===== src/rtl/round_controller_pkg.sv =====
// round_ctrl_pkg: shared types and constants for the round controller.
//   state_e  - sequencer states (IDLE, ARM, RUN, SCORE, DONE)
//   diff_e   - difficulty codes handed to the reaction timer
//   TW_DEF   - timer value width for the default 4095 ms full scale
//   norm_diff() - maps the unused difficulty code 3 onto easy
package round_ctrl_pkg;

  localparam int unsigned MAX_MS_DEF = 4095;
  localparam int unsigned TW_DEF     = $clog2(MAX_MS_DEF);

  typedef enum logic [2:0] {
    IDLE,
    ARM,
    RUN,
    SCORE,
    DONE
  } state_e;

  typedef enum logic [1:0] {
    DIFF_EASY = 2'd0,
    DIFF_MED  = 2'd1,
    DIFF_HARD = 2'd2
  } diff_e;

  function automatic logic [1:0] norm_diff(input logic [1:0] sel);
    return (sel == 2'd3) ? 2'(DIFF_EASY) : sel;
  endfunction

endpackage


===== src/rtl/round_controller_if.sv =====
// round_controller_if: link between the round controller and the reaction timer.
//   timer_reset  controller -> timer   hold timer at zero
//   timer_enable controller -> timer   let the timer count
//   end_value    controller -> timer   timeout threshold for this round (ms)
//   difficulty   controller -> timer   difficulty latched at game start
//   timer_value  timer -> controller   elapsed milliseconds
//   end_reached  timer -> controller   elapsed time reached end_value
// master = controller side, slave = timer side.
interface round_controller_if #(
  parameter int unsigned TW = 12
);

  logic          timer_reset;
  logic          timer_enable;
  logic [TW-1:0] end_value;
  logic [1:0]    difficulty;
  logic [TW-1:0] timer_value;
  logic          end_reached;

  modport master (
    output timer_reset, timer_enable, end_value, difficulty,
    input  timer_value, end_reached
  );

  modport slave (
    input  timer_reset, timer_enable, end_value, difficulty,
    output timer_value, end_reached
  );

endinterface


===== src/rtl/round_window_calc.sv =====
// round_window_calc: combinational per-round timeout window.
//   round_idx  in   IW  current 0-based round
//   end_value  out  TW  max(BASE_WINDOW_MS - round_idx*WINDOW_STEP_MS, MIN_WINDOW_MS)
// The subtraction is done signed in TW+8 bits so late rounds clamp to the
// floor instead of wrapping around to a huge window.
module round_window_calc #(
  parameter int unsigned TW             = 12,
  parameter int unsigned IW             = 4,
  parameter int unsigned BASE_WINDOW_MS = 2000,
  parameter int unsigned WINDOW_STEP_MS = 150,
  parameter int unsigned MIN_WINDOW_MS  = 400
) (
  input  logic [IW-1:0] round_idx,
  output logic [TW-1:0] end_value
);

  localparam int unsigned CW = TW + 8;

  localparam logic signed [CW-1:0] BASE_S = CW'(BASE_WINDOW_MS);
  localparam logic signed [CW-1:0] STEP_S = CW'(WINDOW_STEP_MS);
  localparam logic signed [CW-1:0] MIN_S  = CW'(MIN_WINDOW_MS);

  logic signed [CW-1:0] idx_s;
  logic signed [CW-1:0] step_prod;
  logic signed [CW-1:0] diff;

  always_comb begin
    idx_s     = signed'(CW'(round_idx));
    step_prod = idx_s * STEP_S;
    diff      = BASE_S - step_prod;
    end_value = (diff < MIN_S) ? TW'(MIN_WINDOW_MS) : TW'(diff);
  end

endmodule


===== src/rtl/round_controller.sv =====
// round_controller: game-round sequencer in front of the millisecond reaction timer.
//   clk, reset      clock and synchronous active-high reset
//   start           1-cycle pulse, begins a game from IDLE or DONE
//   hit             1-cycle debounced player pulse, honoured only in RUN
//   difficulty_sel  0 easy, 1 medium, 2 hard (3 treated as easy)
//   tmr             timer link (master): timer_reset/enable, end_value,
//                   difficulty out; timer_value/end_reached in
//   round_idx       current 0-based round
//   score, misses   saturating hit / timeout counters
//   last_reaction   timer_value captured on the last valid hit
//   best_reaction   fastest hit of the game (all-ones when not tracked)
//   game_over       high in DONE
// Optional feature macro: ROUND_CTRL_BEST_EN enables best_reaction tracking.
// All outputs are flops loaded from the next-state decision, so each output
// already reflects the state it belongs to.
module round_controller
  import round_ctrl_pkg::*;
#(
  parameter int unsigned MAX_MS         = 4095,
  parameter int unsigned ROUNDS         = 10,
  parameter int unsigned BASE_WINDOW_MS = 2000,
  parameter int unsigned WINDOW_STEP_MS = 150,
  parameter int unsigned MIN_WINDOW_MS  = 400,
  parameter int unsigned SCORE_W        = 8
) (
  input  logic                          clk,
  input  logic                          reset,
  input  logic                          start,
  input  logic                          hit,
  input  logic [1:0]                    difficulty_sel,
  round_controller_if.master            tmr,
  output logic [$clog2(ROUNDS+1)-1:0]   round_idx,
  output logic [SCORE_W-1:0]            score,
  output logic [SCORE_W-1:0]            misses,
  output logic [$clog2(MAX_MS)-1:0]     last_reaction,
  output logic [$clog2(MAX_MS)-1:0]     best_reaction,
  output logic                          game_over
);

  localparam int unsigned TW = $clog2(MAX_MS);
  localparam int unsigned RW = $clog2(ROUNDS + 1);
  localparam logic [RW-1:0]      LAST_ROUND = RW'(ROUNDS);
  localparam logic [SCORE_W-1:0] SAT_MAX    = '1;

  state_e              state_q, state_d;
  logic                timer_reset_q, timer_reset_d;
  logic                timer_enable_q, timer_enable_d;
  logic [TW-1:0]       end_value_q, end_value_d;
  logic [1:0]          difficulty_q, difficulty_d;
  logic [RW-1:0]       round_idx_q, round_idx_d;
  logic [SCORE_W-1:0]  score_q, score_d;
  logic [SCORE_W-1:0]  misses_q, misses_d;
  logic [TW-1:0]       last_q, last_d;
  logic                game_over_q, game_over_d;

  logic                start_game;
  logic                valid_hit;
  logic [TW-1:0]       window;

  assign start_game = start && ((state_q == IDLE) || (state_q == DONE));
  // A timeout in the same cycle as a hit counts as a miss.
  assign valid_hit  = (state_q == RUN) && !tmr.end_reached && hit;

  // Window is computed from the round index that ARM will present.
  round_window_calc #(
    .TW             (TW),
    .IW             (RW),
    .BASE_WINDOW_MS (BASE_WINDOW_MS),
    .WINDOW_STEP_MS (WINDOW_STEP_MS),
    .MIN_WINDOW_MS  (MIN_WINDOW_MS)
  ) u_window (
    .round_idx (round_idx_d),
    .end_value (window)
  );

  always_comb begin
    state_d      = state_q;
    difficulty_d = difficulty_q;
    round_idx_d  = round_idx_q;
    score_d      = score_q;
    misses_d     = misses_q;
    last_d       = last_q;

    case (state_q)
      IDLE, DONE: begin
        if (start_game) begin
          difficulty_d = norm_diff(difficulty_sel);
          round_idx_d  = '0;
          score_d      = '0;
          misses_d     = '0;
          last_d       = '0;
          state_d      = ARM;
        end
      end
      ARM: state_d = RUN;
      RUN: begin
        if (tmr.end_reached) begin
          if (misses_q != SAT_MAX) misses_d = misses_q + 1'b1;
          state_d = SCORE;
        end else if (valid_hit) begin
          if (score_q != SAT_MAX) score_d = score_q + 1'b1;
          last_d  = tmr.timer_value;
          state_d = SCORE;
        end
      end
      SCORE: begin
        round_idx_d = round_idx_q + 1'b1;
        state_d     = (round_idx_d == LAST_ROUND) ? DONE : ARM;
      end
      default: state_d = IDLE;
    endcase

    timer_reset_d  = (state_d == IDLE) || (state_d == ARM) || (state_d == DONE);
    timer_enable_d = (state_d == RUN);
    game_over_d    = (state_d == DONE);
    // Window only changes on entry to ARM, so it is constant while enabled.
    end_value_d    = (state_d == ARM) ? window : end_value_q;
  end

  always_ff @(posedge clk) begin
    if (reset) begin
      state_q        <= IDLE;
      timer_reset_q  <= 1'b1;
      timer_enable_q <= 1'b0;
      end_value_q    <= '0;
      difficulty_q   <= '0;
      round_idx_q    <= '0;
      score_q        <= '0;
      misses_q       <= '0;
      last_q         <= '0;
      game_over_q    <= 1'b0;
    end else begin
      state_q        <= state_d;
      timer_reset_q  <= timer_reset_d;
      timer_enable_q <= timer_enable_d;
      end_value_q    <= end_value_d;
      difficulty_q   <= difficulty_d;
      round_idx_q    <= round_idx_d;
      score_q        <= score_d;
      misses_q       <= misses_d;
      last_q         <= last_d;
      game_over_q    <= game_over_d;
    end
  end

`ifdef ROUND_CTRL_BEST_EN
  logic [TW-1:0] best_q, best_d;

  always_comb begin
    best_d = best_q;
    if (start_game) begin
      best_d = '1;
    end else if (valid_hit && (tmr.timer_value < best_q)) begin
      best_d = tmr.timer_value;
    end
  end

  always_ff @(posedge clk) begin
    if (reset) best_q <= '1;
    else       best_q <= best_d;
  end

  assign best_reaction = best_q;
`else
  assign best_reaction = '1;
`endif

  assign tmr.timer_reset  = timer_reset_q;
  assign tmr.timer_enable = timer_enable_q;
  assign tmr.end_value    = end_value_q;
  assign tmr.difficulty   = difficulty_q;
  assign round_idx        = round_idx_q;
  assign score            = score_q;
  assign misses           = misses_q;
  assign last_reaction    = last_q;
  assign game_over        = game_over_q;

endmodule


===== src/flat_wrapper.sv =====
// flat-port wrapper written by rule: the top's interface ports become plain ports
module round_controller_flat import round_ctrl_pkg::*;
#(
  parameter int unsigned MAX_MS         = 4095,
  parameter int unsigned ROUNDS         = 10,
  parameter int unsigned BASE_WINDOW_MS = 2000,
  parameter int unsigned WINDOW_STEP_MS = 150,
  parameter int unsigned MIN_WINDOW_MS  = 400,
  parameter int unsigned SCORE_W        = 8
)
  (clk, reset, start, hit, difficulty_sel, round_idx, score, misses, last_reaction, best_reaction, game_over, tmr_timer_reset, tmr_timer_enable, tmr_end_value, tmr_difficulty, tmr_timer_value, tmr_end_reached);
  round_controller_if #(.TW(12)) tmr_i ();
  input  logic clk;
  input  logic reset;
  input  logic start;
  input  logic hit;
  input  logic [1:0] difficulty_sel;
  output logic [$clog2(ROUNDS+1)-1:0] round_idx;
  output logic [SCORE_W-1:0] score;
  output logic [SCORE_W-1:0] misses;
  output logic [$clog2(MAX_MS)-1:0] last_reaction;
  output logic [$clog2(MAX_MS)-1:0] best_reaction;
  output logic game_over;
  output wire logic [$bits(tmr_i.timer_reset)-1:0] tmr_timer_reset;
  output wire logic [$bits(tmr_i.timer_enable)-1:0] tmr_timer_enable;
  output wire logic [$bits(tmr_i.end_value)-1:0] tmr_end_value;
  output wire logic [$bits(tmr_i.difficulty)-1:0] tmr_difficulty;
  input wire logic [$bits(tmr_i.timer_value)-1:0] tmr_timer_value;
  input wire logic [$bits(tmr_i.end_reached)-1:0] tmr_end_reached;
  assign tmr_timer_reset = tmr_i.timer_reset;
  assign tmr_timer_enable = tmr_i.timer_enable;
  assign tmr_end_value = tmr_i.end_value;
  assign tmr_difficulty = tmr_i.difficulty;
  assign tmr_i.timer_value = tmr_timer_value;
  assign tmr_i.end_reached = tmr_end_reached;
  round_controller #(.MAX_MS(MAX_MS), .ROUNDS(ROUNDS), .BASE_WINDOW_MS(BASE_WINDOW_MS), .WINDOW_STEP_MS(WINDOW_STEP_MS), .MIN_WINDOW_MS(MIN_WINDOW_MS), .SCORE_W(SCORE_W)) u_core (.clk(clk), .reset(reset), .start(start), .hit(hit), .difficulty_sel(difficulty_sel), .tmr(tmr_i), .round_idx(round_idx), .score(score), .misses(misses), .last_reaction(last_reaction), .best_reaction(best_reaction), .game_over(game_over));
endmodule

===== config.mk =====
export PLATFORM = sky130hd
export DESIGN_NAME = round_controller_flat
export DESIGN_NICKNAME = d
export VERILOG_FILES = /design/src/rtl/round_controller_pkg.sv /design/src/rtl/round_controller_if.sv /design/src/rtl/round_window_calc.sv /design/src/rtl/round_controller.sv /design/src/flat_wrapper.sv
export SDC_FILE = /design/constraint.sdc
export NUM_CORES = 1
export LEC_CHECK = 0
export BUFFER_PORTS_ARGS = -buffer_cell sky130_fd_sc_hd__buf_2
export CAP_MARGIN = 20
export CORE_MARGIN = 2
export CORE_UTILIZATION = 45
export DETAILED_ROUTE_END_ITERATION = 12
export PLACE_DENSITY = 0.7
export SLEW_MARGIN = 10
export SYNTH_ARGS = -nofsm -noshare
export SYNTH_HDL_FRONTEND = slang
export SYNTH_SLANG_ARGS = --single-unit

===== constraint.sdc =====
create_clock -name clk -period 5.4 [get_ports clk]
set_input_delay 1.08 -clock clk [delete_from_list [all_inputs] [get_ports clk]]
set_output_delay 1.08 -clock clk [all_outputs]
set_load 0.02 [all_outputs]

== Word level (Yosys, flattened, before mapping) ==
Cells that the tools add are included.

* Register bits after elaboration: 52
* Bits of input ports: 19

* Add/subtract/negate cells: 4
* Multiply operators: 1
* Order comparisons: 1
* Equal/unequal tests: 17
* Mux-type cells: 21
* Reduce and logical (&&, ||, !) cells: 15

{| class="wikitable"
|+ Operators with widths
! cell !! number
|-
| 12-bit 2-to-1 mux || 4
|-
| 8-bit 2-to-1 mux || 6
|-
| 8-bit case mux with 2 select lines || 2
|-
| 12-bit case mux with 2 select lines || 1
|-
| 20-bit by 10-bit < comparator with 1-bit output, second input constant || 1
|-
| 12-bit by 20-bit subtractor with 20-bit output, first input constant || 1
|-
| 8-bit by 1-bit adder with 8-bit output, second input constant || 2
|-
| 8-bit inequality test, second input constant || 2
|-
| 3-bit 2-to-1 mux || 4
|-
| 3-bit case mux with 4 select lines || 1
|-
| 4-bit by 7-bit multiplier with 11-bit output, second input constant || 1
|-
| 3-bit by 2-bit equality test with 1-bit output, second input constant || 3
|-
| 2-bit inequality test, second input constant || 4
|-
| 4-bit case mux with 2 select lines || 1
|-
| 4-bit AND reduction || 2
|-
| 3-bit by 1-bit equality test with 1-bit output, second input constant || 2
|-
| 3-bit equality test, second input constant || 2
|-
| 3-bit logical NOT || 2
|-
| 5-bit AND reduction || 1
|-
| 4-bit by 1-bit adder with 4-bit output, second input constant || 1
|-
| 4-bit equality test, second input constant || 1
|-
| 4-bit 2-to-1 mux || 1
|-
| 2-bit by 1-bit inequality test with 1-bit output, second input constant || 2
|-
| 1-bit logical AND || 3
|-
| 7 further kinds || 9
|}

== Logic depth before layout (Yosys ltp) ==
* Depth in word-level cells: 9
* Mapped depth: 16

== Modules after synthesis ==
Synthesis repeated with hierarchy kept, for this count alone.

* Cells, all modules: 381
* Area total of the unflattened synthesis: 3213.1 sq um

{| class="wikitable"
|+ Modules (own cells, without submodules)
! module !! times used !! cells an instance !! area each (sq um) !! seq. area each (sq um)
|-
| round_controller || 1 || 278 || 2463.6 || 1041.0
|-
| round_window_calc || 1 || 103 || 749.5 || 0.0
|}

== Worst setup path after synthesis ==
Ideal clock, no wire load.

* Kind: input to register
* Start: in start
* End: reg u_core.end_value_q[4], in the netlist u_core.tmr.end_value[4]
* Setup time: 0.120 ns
* Arrival time: 4.547 ns
* Required time: 5.280 ns
* Slack: 0.733 ns
* Cell stages on the path: 14
* Path buffers: 0
* Cell sequence: nand2b_1 -> a21oi_1 -> or2_1 -> inv_1 -> ha_1 -> fa_1 -> ha_1 -> a31o_2 -> a2111oi_4 -> nor4_4 -> xnor2_2 -> nor3b_1 -> a221o_1 -> o31a_1

* Word-level cells in the longest chain between the ends: 7
* Elaborated cells between the ends (all ways): 10
* Those cells by class: 1 x add/sub; 1 x mul; 1 x order compare; 1 x eq/ne; 5 x mux; 1 x reduce/logical

{| class="wikitable"
|+ Ends and longest elaborated chain
! element !! line !! RTL
|-
| start, declared || flat_wrapper.sv:15 || <nowiki>input logic start;</nowiki>
|-
| 1-bit logical AND * || round_controller.sv:60 || <nowiki>assign start_game = start && ((state_q == IDLE) || (state_q == DONE));</nowiki>
|-
| 4-bit 2-to-1 mux * || round_controller.sv:86 || <nowiki>if (start_game) begin</nowiki>
|-
| 4-bit case mux with 2 select lines * || round_controller.sv:84 || <nowiki>case (state_q)</nowiki>
|-
| via u_core.round_idx_d[2] || round_controller.sv:50 || <nowiki>logic [RW-1:0] round_idx_q, round_idx_d;</nowiki>
|-
| 4-bit by 7-bit multiplier with 11-bit output * || round_window_calc.sv:29 || <nowiki>step_prod = idx_s * STEP_S;</nowiki>
|-
| 12-bit by 20-bit subtractor with 20-bit output * || round_window_calc.sv:30 || <nowiki>diff = BASE_S - step_prod;</nowiki>
|-
| 20-bit by 10-bit < comparator with 1-bit output || round_window_calc.sv:31 || <nowiki>end_value = (diff < MIN_S) ? TW'(MIN_WINDOW_MS) : TW'(diff);</nowiki>
|-
| 12-bit 2-to-1 mux * || round_window_calc.sv:31 ||
|-
| end signal, assigned || round_controller.sv:136 || <nowiki>end_value_q <= end_value_d;</nowiki>
|-
| end, declared || round_controller.sv:48 || <nowiki>logic [TW-1:0] end_value_q, end_value_d;</nowiki>
|}

Mark *: on every way through the listed nets, which the timed path passes. The rest lies on a longest branch.
A chain may end at the register's enable or synchronous reset.

== Worst setup path after layout ==
Ends and elaborated chain as after synthesis.

==> flow_summary.json <==
{
  "rsz0062_at_grt": "no",
  "overflow": 0,
  "p_int_w": 0.000550,
  "syn_area_per_cell_um2": 8.53,
  "instances_no_fill": 489,
  "ant_nets": 0,
  "numPortBuffers": 66,
  "routed_via_density": 5.42,
  "postCtsHoldBufs": 0,
  "grt_pass1_wl_mm": 11.4,
  "comb_power_share_pct": 19.7,
  "num_rows": 29,
  "antenna_cells": 0,
  "die_h_um": 85.6,
  "path_class": "in -> reg",
  "end_kind": "flip-flop",
  "max_freq_ghz": 0.207,
  "cts_buffers": 5,
  "setup_viol": 0,
  "max-vdd-ir-drop_uv": 178,
  "p_sw_w": 0.000247,
  "fin_tns_setup_ns": 0,
  "clk_path_buf_depth": 2,
  "cts-root-buf": "clkbuf_8",
  "min_period_over_period_pct": 89.7,
  "ctsResizeCount": 0,
  "antenna_found_initial": 0,
  "hold_viol": 0,
  "routed_wl_mm": 6.90,
  "layout-drive-gt1-share_pct": 22.8,
  "min_path_type": "reg -> reg",
  "slew_headroom_pct": 50.9,
  "rr_worst_depth": 15,
  "ys_ff_latch": 51,
  "min_to": "u_core.tmr.end_value[1]$_SDFFE_PP0P_",
  "drt-initial-drc-count": 91,
  "synth_warnings": 0,
  "worst_ep_required_time_ns": 5.60,
  "die_area_mm2": 0.00732,
  "post_cts_buffers": 0,
  "clock_latency_ns": 0.30,
  "layout.nets": 449,
  "die_w_um": 85.6,
  "tightest_slew_ns": 0.735,
  "ctsHtreeMaxLevel": 2,
  "grt_pass1_vias": 2433,
  "post-route-drc-count": 0,
  "power_density_mw_per_mm2": 233,
  "p_leak_nw": 1.53,
  "setup.worst_path.start": "start",
  "maxSlewViolCount": 0,
  "min_from": "u_core.tmr.end_value[1]$_SDFFE_PP0P_",
  "holdPathStages": 2,
  "gp_congestion": 0.845,
  "post-route-cell-area_mm2": 0.00342,
  "synth-edff-count": 0,
  "syn2layout_area_growth_pct": 14.1,
  "ys_async_sr_fraction_pct": 0,
  "switching_share_pct": 31.0,
  "fin_ws_ns": 0.558,
  "place_area_mm2": 0.00332,
  "place_hpwl_mm": 5.34,
  "clock_skew_ns": 0.00792,
  "mostFrequentLayoutCells": "66 x buf_2, 51 x dfxtp_1, 37 x nor2_1",
  "r2r_start": "u_core.round_idx[0]$_SDFF_PP0_",
  "grt.total_usage_pct": 18.9,
  "pre_cts_slack_ns": 0.256,
  "boundaryPins": 80,
  "cp-start-kind": "input port",
  "layout_commonest_cell": "buf_2",
  "grt_max_degree": 36,
  "status": "finished, final reports clean",
  "seq_power_share_pct": 51.2,
  "ys_types": 66,
  "crit_fanout": 6,
  "r2r-end": "u_core.tmr.end_value[4]$_SDFFE_PP0P_",
  "clkPwrFrac_pct": 29.1,
  "drt_first_pass_iters": 4,
  "cts_tree": "done",
  "r2r_slack_ns": 0.75,
  "synth_area_mm2": 0.00299,
  "post_drt_wl_per_cell_um": 14.1,
  "synthFlopType": "dfxtp_1",
  "arrival_ns": 5.04,
  "start_util_pct": 46.9,
  "vias": 2648,
  "period_minus_slack_ns": 4.84,
  "core_mm2": 0.00639,
  "clkSinkCount": 51,
  "yosysSeqAreaShare_pct": 34.1,
  "cap_violations": 0,
  "syn-instance-count": 351,
  "cts.clk_slew.worst_paths_ns": 0.08,
  "dp.cells": 481
}
-- state kept, by name (all words and copies together) (netlist names) --
signal / cells
u_core.tmr.timer_reset: 1
u_core.last_reaction: 12
u_core.tmr.timer_enable: 1
u_core.tmr.difficulty: 2
u_core.score: 8
u_core.state_q: 3
u_core.misses: 8
u_core.tmr.end_value: 11
u_core.game_over: 1
u_core.round_idx: 4
-- area by class of cell --
| class | instances | area [um^2] |
|---|---|---|
| clock buffer | 7 | 86.3 |
| clock inverter | 1 | 8.76 |
| fill | 630 | 2970 |
| inverter | 10 | 37.5 |
| multi-input combinational | 276 | 1830 |
| sequential | 51 | 1020 |
| tap | 77 | 96.3 |
| timing repair buffer | 67 | 338 |
-- routing by layer --
layer	GRT usage [%]	part of all wire (%)
met1	25.3	45
met2	31.2	48
met3	3.75	5.1
met4	5.34	1.6
met5	0	0
-- cell usage after synthesis (3+ instances only) --
cell type  number  area [um^2]
dfxtp_1        51         1020
nor2_1         37          139
nand2_1        33          124
a21oi_1        31          155
nand3_1        22          110
ha_1           18          225
buf_4          14          105
o21ai_0        11         55.1
inv_1          10         37.5
xnor2_1        10         87.6
xor2_1         10         87.6
clkbuf_1        9         33.8
nand4_1         6         37.5
nor3_1          6         30.0
and3_1          5         31.3
nor3b_1         5         37.5
or3_1           5         31.3
nand2b_1        4         25.0
nor2b_1         4         25.0
and2_1          3         18.8
or2_2           3         18.8
-- power groups by stage --
stage	sequential, W	clock, W	combinational (W)
after CTS	0.000408	0.000237	0.000157
after global placement	0.000416	0	0.000154
final	0.000408	0.000232	0.000157
after detailed placement	0.000417	0	0.000157
after floorplan	0.000428	0	0.000107
after global routing	0.000410	0.000253	0.000175
-- per-stage QoR --
stage | hold slack (ns) | util [%] | total power, W
3_3_place_gp | 0.442 | 52.0 | 0.000570
2_1_floorplan | 0.531 | - | 0.000535
3_5_place_dp | 0.439 | 52.0 | 0.000573
6_report | 0.458 | 53.5 | 0.000796
5_1_grt | 0.480 | 53.5 | 0.000838
4_1_cts | 0.460 | 53.5 | 0.000802
-- how the worst max path moves through the flow --
stage | to | slack [ns] | cells past startpoint
finish | u_core.tmr.end_value[4]$_SDFFE_PP0P_ | 0.56 | 15
global route | u_core.tmr.end_value[4]$_SDFFE_PP0P_ | 0.23 | 15
CTS | u_core.tmr.end_value[4]$_SDFFE_PP0P_ | 0.57 | 15
detailed placement | u_core.tmr.end_value[4]$_SDFFE_PP0P_ | 0.26 | 15
global placement | u_core.tmr.end_value[4]$_SDFFE_PP0P_ | 0.41 | 15
floorplan | u_core.tmr.end_value[4]$_SDFFE_PP0P_ | 0.73 | 14
-- logic make-up after synthesis --
logic type	Yosys count	synth area share [%]
DFF	51	34.1
muxes	2	0.711
adders and majority gates	19	8.19
AOI/OAI and AO/OA	72	17.3
and+or+nand+nor	147	25.8
buffers and inverters	35	6.19
other	2	0.251
xor gates and xnor gates	23	7.48
-- worst max-delay path, cell delays in order --
cell and delay [ns]:
buf_2 0.10, nand2b_1 0.08, a21oi_1 0.32, or2_1 0.25, inv_1 0.12, ha_1 0.34, fa_1 0.53, ha_1 0.27
a211oi_2 0.30, nor2_1 0.16, nor4_4 0.36, nand2_1 0.20, nor3b_1 0.19, a221o_1 0.43, o31a_1 0.30
No activity file was read; power rests on OpenSTA's default activity.
